File: config.mk
export PLATFORM = sky130hd
export DESIGN_NAME = vec_issue_ctrl
export DESIGN_NICKNAME = d
export VERILOG_FILES = /design/src/rtl/vec_issue_ctrl_pkg.sv /design/src/rtl/vec_vl_calc.sv /design/src/rtl/vec_issue_ctrl.sv
export SDC_FILE = /design/constraint.sdc
export NUM_CORES = 1
export LEC_CHECK = 0
export CAP_MARGIN = 20
export CORE_MARGIN = 4
export CORE_UTILIZATION = 46
export CTS_CLUSTER_SIZE = 28
export DETAILED_ROUTE_END_ITERATION = 16
export PLACE_DENSITY = 0.81
export SLEW_MARGIN = 20
export SYNTH_ARGS = -nofsm -noshare
export SYNTH_HDL_FRONTEND = slang
export SYNTH_HIERARCHICAL = 1
export SYNTH_SLANG_ARGS = --single-unit
File: constraint.sdc
create_clock -name clk -period 3.9 [get_ports clk]
set_input_delay 0.585 -clock clk [delete_from_list [all_inputs] [get_ports clk]]
set_output_delay 0.585 -clock clk [all_outputs]
set_load 0.005 [all_outputs]
File: src/rtl/vec_issue_ctrl_pkg.sv
// ============================================================================
// Module   : vec_issue_ctrl_pkg
// Purpose  : Shared vector definitions for the vector issue controller:
//            scalar width, vill bit, issue FSM states, SEW/LMUL encodings
//            and a vtype field legality helper.
// Revision : 1.0  initial release
// ============================================================================
`default_nettype none

package vec_issue_ctrl_pkg;

    localparam int XLEN = 32;

    // vtype.vill lives in the scalar MSB
    localparam int              C_VILL_BIT   = XLEN - 1;
    localparam logic [XLEN-1:0] C_VTYPE_VILL = XLEN'(1) << C_VILL_BIT;

    typedef enum logic [1:0] {
        ST_IDLE   = 2'd0,
        ST_CONFIG = 2'd1,
        ST_EXEC   = 2'd2,
        ST_DONE   = 2'd3
    } issue_state_e;

    // Supported element widths (vtype[5:3])
    typedef enum logic [2:0] {
        VSEW_8  = 3'b000,
        VSEW_16 = 3'b001,
        VSEW_32 = 3'b010
    } vsew_e;

    // Supported integer register grouping (vtype[2:0]); fractional LMUL unsupported
    typedef enum logic [2:0] {
        VLMUL_1 = 3'b000,
        VLMUL_2 = 3'b001,
        VLMUL_4 = 3'b010,
        VLMUL_8 = 3'b011
    } vlmul_e;

    function automatic logic vtype_fields_legal(input logic [2:0] vsew,
                                                input logic [2:0] vlmul);
        return (vsew <= VSEW_32) && (vlmul <= VLMUL_8);
    endfunction

endpackage

`default_nettype wire

File: src/rtl/vec_vl_calc.sv
// ============================================================================
// Module   : vec_vl_calc
// Purpose  : Combinational vector-length arithmetic.
//            - Config path: vtype legality, VLMAX and new vl = min(avl, VLMAX).
//            - Exec path  : beat count ceil(vl * SEW / LANE_W) for current vl.
// Ports    : avl, req_vsew, req_vlmul, req_rsvd  -> cfg_legal, vl_new
//            vl_cur, cur_vsew                    -> n_beats
// Revision : 1.0  initial release
// ============================================================================
`default_nettype none

module vec_vl_calc
    import vec_issue_ctrl_pkg::*;
#(
    parameter int VLEN   = 512,
    parameter int LANE_W = 128
) (
    input  logic [XLEN-1:0]  avl,
    input  logic [2:0]       req_vsew,
    input  logic [2:0]       req_vlmul,
    input  logic [XLEN-10:0] req_rsvd,   // vtype bits XLEN-2:8
    output logic             cfg_legal,
    output logic [XLEN-1:0]  vl_new,
    input  logic [XLEN-1:0]  vl_cur,
    input  logic [2:0]       cur_vsew,
    output logic [5:0]       n_beats
);

    localparam logic [XLEN-1:0] C_VLEN   = XLEN'(VLEN);
    localparam logic [XLEN-1:0] C_LANE_W = XLEN'(LANE_W);

    logic [XLEN-1:0] w_vlmax;
    logic [XLEN-1:0] w_bits;

    always_comb begin
        // VLMAX = VLEN * LMUL / SEW, with SEW = 8 << vsew
        w_vlmax   = (C_VLEN << req_vlmul) >> ({1'b0, req_vsew} + 4'd3);
        cfg_legal = vtype_fields_legal(req_vsew, req_vlmul) && (req_rsvd == '0);

        if (!cfg_legal) begin
            vl_new = '0;
        end else if (avl < w_vlmax) begin
            vl_new = avl;
        end else begin
            vl_new = w_vlmax;
        end

        // Total payload bits, rounded up to whole lanes. LANE_W is expected to
        // be a power of two so the divide reduces to a shift.
        w_bits  = vl_cur << ({1'b0, cur_vsew} + 4'd3);
        n_beats = 6'((w_bits + C_LANE_W - XLEN'(1)) / C_LANE_W);
    end

endmodule

`default_nettype wire

File: src/rtl/vec_issue_ctrl.sv
// ============================================================================
// Module   : vec_issue_ctrl
// Purpose  : Vector instruction issue controller. Accepts decoded vector
//            instructions, executes vset{i}vl{i} configuration, and sequences
//            arithmetic ops into LANE_W-wide beats toward the execution unit.
// Ports    : clk, n_rst (async, active-low)
//            inst_valid/inst_ready, is_config, vec_op_valid, vec_func6,
//            vd_addr, vs1_addr, vs2_addr, avl, vtype_in        (decoder side)
//            exe_valid/exe_ready, exe_func6, exe_vd, exe_vs1, exe_vs2,
//            exe_beat, exe_last                                 (exec side)
//            vl_o, vtype_o, done, busy, illegal_inst            (status)
// Options  : VEC_ILLEGAL_TRAP_EN - when defined, a non-config op without
//            vec_op_valid pulses illegal_inst during its DONE cycle.
// Revision : 1.0  initial release
// ============================================================================
`default_nettype none

module vec_issue_ctrl
    import vec_issue_ctrl_pkg::*;
#(
    parameter int VLEN   = 512,
    parameter int LANE_W = 128
) (
    input  logic            clk,
    input  logic            n_rst,
    input  logic            inst_valid,
    output logic            inst_ready,
    input  logic            is_config,
    input  logic            vec_op_valid,
    input  logic [5:0]      vec_func6,
    input  logic [4:0]      vd_addr,
    input  logic [4:0]      vs1_addr,
    input  logic [4:0]      vs2_addr,
    input  logic [XLEN-1:0] avl,
    input  logic [XLEN-1:0] vtype_in,
    output logic            exe_valid,
    input  logic            exe_ready,
    output logic [5:0]      exe_func6,
    output logic [4:0]      exe_vd,
    output logic [4:0]      exe_vs1,
    output logic [4:0]      exe_vs2,
    output logic [5:0]      exe_beat,
    output logic            exe_last,
    output logic [XLEN-1:0] vl_o,
    output logic [XLEN-1:0] vtype_o,
    output logic            done,
    output logic            busy,
    output logic            illegal_inst
);

    issue_state_e    r_state;
    issue_state_e    w_state_nxt;

    logic [5:0]      r_func6;
    logic [4:0]      r_vd;
    logic [4:0]      r_vs1;
    logic [4:0]      r_vs2;
    logic [XLEN-1:0] r_avl;
    logic [XLEN-2:0] r_vtype_req;   // requested vtype; MSB is always cleared on write
    logic [XLEN-1:0] r_vl;
    logic [XLEN-1:0] r_vtype;
    logic [5:0]      r_beat;

    logic            w_xfer;
    logic            w_cfg_legal;
    logic [XLEN-1:0] w_vl_new;
    logic [5:0]      w_n_beats;
    logic            w_last;
    logic            w_unused;

    // Requested vill bit is ignored; legality is recomputed from the fields.
    assign w_unused = vtype_in[XLEN-1];

    assign w_xfer = (r_state == ST_IDLE) && inst_valid;

    vec_vl_calc #(
        .VLEN   (VLEN),
        .LANE_W (LANE_W)
    ) u_vl_calc (
        .avl       (r_avl),
        .req_vsew  (r_vtype_req[5:3]),
        .req_vlmul (r_vtype_req[2:0]),
        .req_rsvd  (r_vtype_req[XLEN-2:8]),
        .cfg_legal (w_cfg_legal),
        .vl_new    (w_vl_new),
        .vl_cur    (r_vl),
        .cur_vsew  (r_vtype[5:3]),
        .n_beats   (w_n_beats)
    );

    assign w_last = (r_beat == (w_n_beats - 6'd1));

    // ------------------------------------------------------------------
    // FSM state register
    // ------------------------------------------------------------------
    always_ff @(posedge clk or negedge n_rst) begin
        if (!n_rst) begin
            r_state <= ST_IDLE;
        end else begin
            r_state <= w_state_nxt;
        end
    end

    // ------------------------------------------------------------------
    // FSM next state and state-decoded outputs
    // ------------------------------------------------------------------
    always_comb begin
        w_state_nxt = r_state;
        inst_ready  = 1'b0;
        exe_valid   = 1'b0;
        busy        = 1'b1;
        done        = 1'b0;
        case (r_state)
            ST_IDLE: begin
                inst_ready = 1'b1;
                busy       = 1'b0;
                if (inst_valid) begin
                    if (is_config) begin
                        w_state_nxt = ST_CONFIG;
                    end else if (vec_op_valid && (r_vl != '0)) begin
                        // vill forces vl to zero, so this also filters vill
                        w_state_nxt = ST_EXEC;
                    end else begin
                        w_state_nxt = ST_DONE;
                    end
                end
            end
            ST_CONFIG: begin
                w_state_nxt = ST_DONE;
            end
            ST_EXEC: begin
                exe_valid = 1'b1;
                if (exe_ready && w_last) begin
                    w_state_nxt = ST_DONE;
                end
            end
            ST_DONE: begin
                done        = 1'b1;
                w_state_nxt = ST_IDLE;
            end
            default: begin
                w_state_nxt = ST_IDLE;
            end
        endcase
    end

    // ------------------------------------------------------------------
    // Instruction capture, architectural vl/vtype, beat counter
    // ------------------------------------------------------------------
    always_ff @(posedge clk or negedge n_rst) begin
        if (!n_rst) begin
            r_func6     <= '0;
            r_vd        <= '0;
            r_vs1       <= '0;
            r_vs2       <= '0;
            r_avl       <= '0;
            r_vtype_req <= '0;
            r_vl        <= '0;
            r_vtype     <= C_VTYPE_VILL;
            r_beat      <= '0;
        end else begin
            if (w_xfer) begin
                r_func6     <= vec_func6;
                r_vd        <= vd_addr;
                r_vs1       <= vs1_addr;
                r_vs2       <= vs2_addr;
                r_avl       <= avl;
                r_vtype_req <= vtype_in[XLEN-2:0];
                r_beat      <= '0;
            end

            if (r_state == ST_CONFIG) begin
                r_vl    <= w_vl_new;
                r_vtype <= w_cfg_legal ? {1'b0, r_vtype_req} : C_VTYPE_VILL;
            end

            // Counter parks on the last beat; it is cleared by the next transfer.
            if ((r_state == ST_EXEC) && exe_ready && !w_last) begin
                r_beat <= r_beat + 6'd1;
            end
        end
    end

    assign exe_func6 = r_func6;
    assign exe_vd    = r_vd;
    assign exe_vs1   = r_vs1;
    assign exe_vs2   = r_vs2;
    assign exe_beat  = r_beat;
    assign exe_last  = exe_valid && w_last;
    assign vl_o      = r_vl;
    assign vtype_o   = r_vtype;

`ifdef VEC_ILLEGAL_TRAP_EN
    logic r_trap;

    always_ff @(posedge clk or negedge n_rst) begin
        if (!n_rst) begin
            r_trap <= 1'b0;
        end else if (w_xfer) begin
            r_trap <= !is_config && !vec_op_valid;
        end
    end

    assign illegal_inst = (r_state == ST_DONE) && r_trap;
`else
    assign illegal_inst = 1'b0;
`endif

endmodule

`default_nettype wire

==> impl_results.html <==
<table>
<tr><th>Metric</th><th>Value</th></tr>
<tr><th colspan="2">Timing</th></tr>
<tr><td>Worst-margin pin slew</td><td>1.02 ns</td></tr>
<tr><td>Post-layout min period</td><td>4.12 ns</td></tr>
<tr><td>Final Cycle Share</td><td>106%</td></tr>
<tr><td>Final setup skew</td><td>0.0120 ns</td></tr>
<tr><td>Unrepaired setup endpoints after global routing</td><td>yes</td></tr>
<tr><td>Max-slew violation count</td><td>0</td></tr>
<tr><td>Endpoints failing hold</td><td>0</td></tr>
<tr><td>Peak Freq</td><td>243 MHz</td></tr>
<tr><td>Worst rel slew slack</td><td>approximately a third</td></tr>
<tr><td>Setup tns final</td><td>-0.220 ns</td></tr>
<tr><td>Setup Viol. Count Final</td><td>1</td></tr>
<tr><td>Worst Setup Slack, final</td><td>-0.220 ns</td></tr>
<tr><th colspan="2">Logic synthesis</th></tr>
<tr><td>Top cells by instance count after synthesis</td><td>sky130_fd_sc_hd__dfrtp_1 (155), sky130_fd_sc_hd__mux2_2 (117), sky130_fd_sc_hd__inv_1 (50), sky130_fd_sc_hd__nand3_1 (50), sky130_fd_sc_hd__o21ai_0 (38)</td></tr>
<tr><td>Synth Warn #</td><td>6</td></tr>
<tr><td>Gate count of the mapped netlist</td><td>700</td></tr>
<tr><td>Dominant cells by area after synthesis</td><td>sky130_fd_sc_hd__dfrtp_1 (49%), sky130_fd_sc_hd__mux2_2 (17%), sky130_fd_sc_hd__ha_1 (3.1%)</td></tr>
<tr><td>Largest area contributor in the synthesized netlist</td><td>sky130_fd_sc_hd__dfrtp_1</td></tr>
<tr><td>Synth top area share</td><td>48.7%</td></tr>
<tr><td>Fraction of synthesis flops using an asynchronous set or reset pin</td><td>100%</td></tr>
<tr><td>Summed instance area of the synthesized netlist</td><td>approximately 0.008 mm²</td></tr>
<tr><td>Number of unique standard cell types used by synthesis</td><td>65</td></tr>
<tr><td>Most instantiated library cell after synthesis</td><td>sky130_fd_sc_hd__dfrtp_1</td></tr>
<tr><td>Dominant synthesized flop cell</td><td>sky130_fd_sc_hd__dfrtp_1</td></tr>
<tr><td>Register bit count reported by yosys</td><td>156</td></tr>
<tr><td>Share of the yosys chip area belonging to registers</td><td>49.0%</td></tr>
<tr><td>Syn Area/Cell</td><td>11.4 µm²</td></tr>
<tr><td>Number of enable-type register cells in the synthesized netlist</td><td>0</td></tr>
<tr><th colspan="2">Hold path</th></tr>
<tr><td>Path class of the lowest-slack min-delay path</td><td>in -&gt; async</td></tr>
<tr><th colspan="2">Route</th></tr>
<tr><td>Drt initial violations</td><td>237</td></tr>
<tr><td>First-pass iteration count of the detailed router</td><td>6</td></tr>
<tr><td>Drt drc</td><td>0</td></tr>
<tr><td>Wire length per cell</td><td>17.0 µm</td></tr>
<tr><td>Post-DR vias/cell</td><td>5.34</td></tr>
<tr><td>Antenna-violating nets left</td><td>0</td></tr>
<tr><td>Total number of vias</td><td>6046</td></tr>
<tr><td>Final WL</td><td>19200 µm</td></tr>
<tr><th colspan="2">Layout</th></tr>
<tr><td>Number of nets in the layout</td><td>1012</td></tr>
<tr><td>Final cell area excluding filler cells</td><td>between 0.01 and 0.015 mm²</td></tr>
<tr><td>Share of layout cells above drive strength 1</td><td>24.3%</td></tr>
<tr><td>Filler Cells Inserted</td><td>1349</td></tr>
<tr><td>Relative area change from synthesis to final layout</td><td>35.6%</td></tr>
<tr><td>Footprint of the multi-input gates</td><td>0.00378 mm²</td></tr>
<tr><td>Register Area</td><td>about 0.0039 mm²</td></tr>
<tr><td>Antenna fix cells</td><td>0</td></tr>
<tr><td>Finished Core Util</td><td>64.5%</td></tr>
<tr><th colspan="2">Critical path</th></tr>
<tr><td>Kind of critical path</td><td>reg -&gt; out</td></tr>
<tr><td>Sort of element at the end of the critical path</td><td>output port</td></tr>
<tr><td>Crit start category</td><td>flip-flop</td></tr>
<tr><td>Endpoint required time on the critical path</td><td>3.31 ns</td></tr>
<tr><td>Worst-path fanout max</td><td>8</td></tr>
<tr><td>Arr. time, crit path</td><td>between 3 and 4 ns</td></tr>
<tr><th colspan="2">Placed design</th></tr>
<tr><td>Global placement routability congestion</td><td>0.873</td></tr>
<tr><td>Count of buffers from port buffering</td><td>approximately 190</td></tr>
<tr><td>Placement-stage cell area</td><td>0.0102 mm²</td></tr>
<tr><td>Half-perimeter wire length after placement</td><td>14000 µm</td></tr>
<tr><td>Dpl ws</td><td>-0.303 ns</td></tr>
<tr><th colspan="2">Global routing</th></tr>
<tr><td>GRT Residual Overflow</td><td>0</td></tr>
<tr><td>Wire length of the first global-routing pass</td><td>31900 µm</td></tr>
<tr><td>Largest net degree at the start of global routing</td><td>96</td></tr>
<tr><td>Number of antenna violations at the first check in global routing</td><td>0</td></tr>
<tr><td>Total global routing track utilization</td><td>between 20% and 30%</td></tr>
<tr><td>Vias in the first global route</td><td>6250</td></tr>
<tr><th colspan="2">Outcome</th></tr>
<tr><td>Violated checks</td><td>setup timing</td></tr>
<tr><td>Outcome</td><td>complete, but fails checks</td></tr>
<tr><th colspan="2">Die</th></tr>
<tr><td>Full die area</td><td>0.0195 mm²</td></tr>
<tr><td>DIE WIDTH</td><td>140 µm</td></tr>
<tr><td>Placement row count</td><td>47</td></tr>
<tr><td>IO Count</td><td>188</td></tr>
<tr><td>Initial Util</td><td>47.5%</td></tr>
<tr><td>Die outline height</td><td>140 µm</td></tr>
<tr><td>Core Box Area</td><td>0.0168 mm²</td></tr>
<tr><th colspan="2">Pwr</th></tr>
<tr><td>Power per unit of standard cell area</td><td>between 600 and 700 mW/mm²</td></tr>
<tr><td>IR drop worst, VDD</td><td>0.344 mV</td></tr>
<tr><td>P_leak</td><td>~4.4 nW</td></tr>
<tr><th colspan="2">Clock network</th></tr>
<tr><td>TritonCTS sink count</td><td>156</td></tr>
<tr><td>Worst skew pair latency</td><td>0.41 ns</td></tr>
<tr><td>TritonCTS clock tree</td><td>yes</td></tr>
<tr><td>Number of buffers created by CTS</td><td>17</td></tr>
<tr><td>Buffer levels on the longest clock path</td><td>2</td></tr>
<tr><td>Post-cts hold buffer count</td><td>0</td></tr>
<tr><td>CTS Root Cell</td><td>sky130_fd_sc_hd__clkbuf_16</td></tr>
<tr><td>Clock edge transition at the registers on the reported setup and hold paths</td><td>0.06 ns</td></tr>
<tr><td>H-tree Lvls</td><td>4</td></tr>
<tr><th colspan="2">Flow run</th></tr>
<tr><td>Reported max-cap violation count</td><td>0</td></tr>
</table>
==> critical path, stage by stage (launching register included) <==
cell	delay (ns)
sky130_fd_sc_hd__dfrtp_1	0.40
sky130_fd_sc_hd__inv_4	0.05
sky130_fd_sc_hd__ha_4	0.34
sky130_fd_sc_hd__buf_4	0.14
sky130_fd_sc_hd__buf_4	0.13
sky130_fd_sc_hd__mux4_2	0.29
sky130_fd_sc_hd__nand3_1	0.09
sky130_fd_sc_hd__nand3_1	0.16
sky130_fd_sc_hd__nand4_4	0.16
sky130_fd_sc_hd__nand2b_4	0.16
sky130_fd_sc_hd__xnor2_4	0.13
sky130_fd_sc_hd__xnor2_2	0.14
sky130_fd_sc_hd__a21oi_1	0.06
sky130_fd_sc_hd__or4_4	0.56
sky130_fd_sc_hd__nor3_4	0.17
sky130_fd_sc_hd__buf_2	0.13
==> what timing repair did <==
action / 4_1_cts / 5_1_grt
gates resized for setup: 12 / 7
endpoints found under the hold margin: 0 / 0
pin swaps: 4 / 3
setup endpoints to repair: 1 / 3
cloned: 0 / 0
buffers inserted: 1 / 0
==> sequential cells by signal, indices dropped and copies added (netlist names) <==
name and cells:
r_vtype_req 31, vtype_o 32, r_avl 32, exe_beat 6, r_state 2, exe_vd 5
exe_vs1 5, exe_func6 6, exe_vs2 5, vl_o 32
==> path summary, 6_finish.rpt <==
path                                         startpoint  cells past startpoint                           to  slack [ns]
worst min-delay path                              n_rst                      1  r_vtype_req[15]$_DFFE_PN0P_        0.21
worst max register to register   vtype_o[3]$_DFFE_PN0N_                     16       r_state[1]$_DFFE_PN0P_        0.23
min in group clk                vtype_o[31]$_DFFE_PN1N_                      2      vtype_o[31]$_DFFE_PN1N_        0.47
worst max-delay path             vtype_o[3]$_DFFE_PN0N_                     15                     exe_last       -0.22
max in group asynchronous                         n_rst                      2      vtype_o[31]$_DFFE_PN1N_        2.80
worst min register to register  vtype_o[31]$_DFFE_PN1N_                      2      vtype_o[31]$_DFFE_PN1N_        0.47
==> per-layer routing <==
layer	wire length (µm)	GRT usage, %
met5	0	0
met3	1780	8.47
met2	9420	33.9
met1	7900	24.4
met4	139	3.77
==> power by group <==
group	leakage (nW)	internal (mW)	switching, mW
registers	1.95	2.20	0.489
logic	2.23	1.45	1.04
clock network	0.251	0.841	0.633
total	4.43	4.49	2.16
==> area by class of cell <==
type	count	area share [%]
Clock buffer	21	4.26
Clock inverter	10	0.625
Inverter	50	1.76
Multi-Input combinational cell	458	35.0
Sequential cell	156	36.1
Tap cell	220	2.55
Timing Repair Buffer	218	19.7
==> cell usage in the layout (no fill, tap or decap), types with 3 or more instances in the layout <==
cell type,n
sky130_fd_sc_hd__clkdlybuf4s50_1,183
sky130_fd_sc_hd__dfrtp_1,155
sky130_fd_sc_hd__mux2_2,117
sky130_fd_sc_hd__nand3_1,50
sky130_fd_sc_hd__inv_1,48
sky130_fd_sc_hd__o21ai_0,38
sky130_fd_sc_hd__nand2_1,30
sky130_fd_sc_hd__buf_4,29
sky130_fd_sc_hd__a21oi_1,23
sky130_fd_sc_hd__conb_1,19
sky130_fd_sc_hd__ha_1,18
sky130_fd_sc_hd__clkbuf_16,17
sky130_fd_sc_hd__nor4_1,16
sky130_fd_sc_hd__mux2i_1,11
sky130_fd_sc_hd__nor2_1,11
sky130_fd_sc_hd__xnor2_1,9
sky130_fd_sc_hd__mux4_2,9
sky130_fd_sc_hd__nor3_1,8
sky130_fd_sc_hd__a21o_1,7
sky130_fd_sc_hd__nand4_1,6
sky130_fd_sc_hd__o22ai_1,5
sky130_fd_sc_hd__a211oi_1,5
sky130_fd_sc_hd__nor2b_1,5
sky130_fd_sc_hd__nand2b_1,4
sky130_fd_sc_hd__and3_1,4
sky130_fd_sc_hd__clkinv_2,4
sky130_fd_sc_hd__clkinvlp_4,4
sky130_fd_sc_hd__xnor2_2,3
sky130_fd_sc_hd__nand3b_1,3
sky130_fd_sc_hd__buf_6,3
sky130_fd_sc_hd__o21a_1,3
sky130_fd_sc_hd__o211ai_1,3
==> per-stage QoR <==
step / total power, mW / std cells / hold slack [ns]
finish: 6.65 / 1133 / 0.214
global route: 7.11 / 1133 / 0.257
CTS: 6.73 / 1133 / 0.252
detailed placement: 5.22 / 1101 / 0.458
global placement: 5.13 / 1101 / 0.451
floorplan: 4.17 / 717 / 0.289
==> logic make-up (layout without fill, tap and decap cells) <==
kind of cell | after synthesis | after routing | synth area share [%]
buffers and inverters | 103 | 299 | 6.11
AOI/OAI and AO/OA | 110 | 110 | 9.03
other | 2 | 19 | 0.0942
and+or+nand+nor | 155 | 155 | 10.2
xor gates and xnor gates | 16 | 16 | 1.85
muxes | 138 | 138 | 20.6
adders and majority gates | 20 | 20 | 3.14
DFF | 156 | 156 | 49.0
Note: power is estimated with default switching activity, not from simulation.
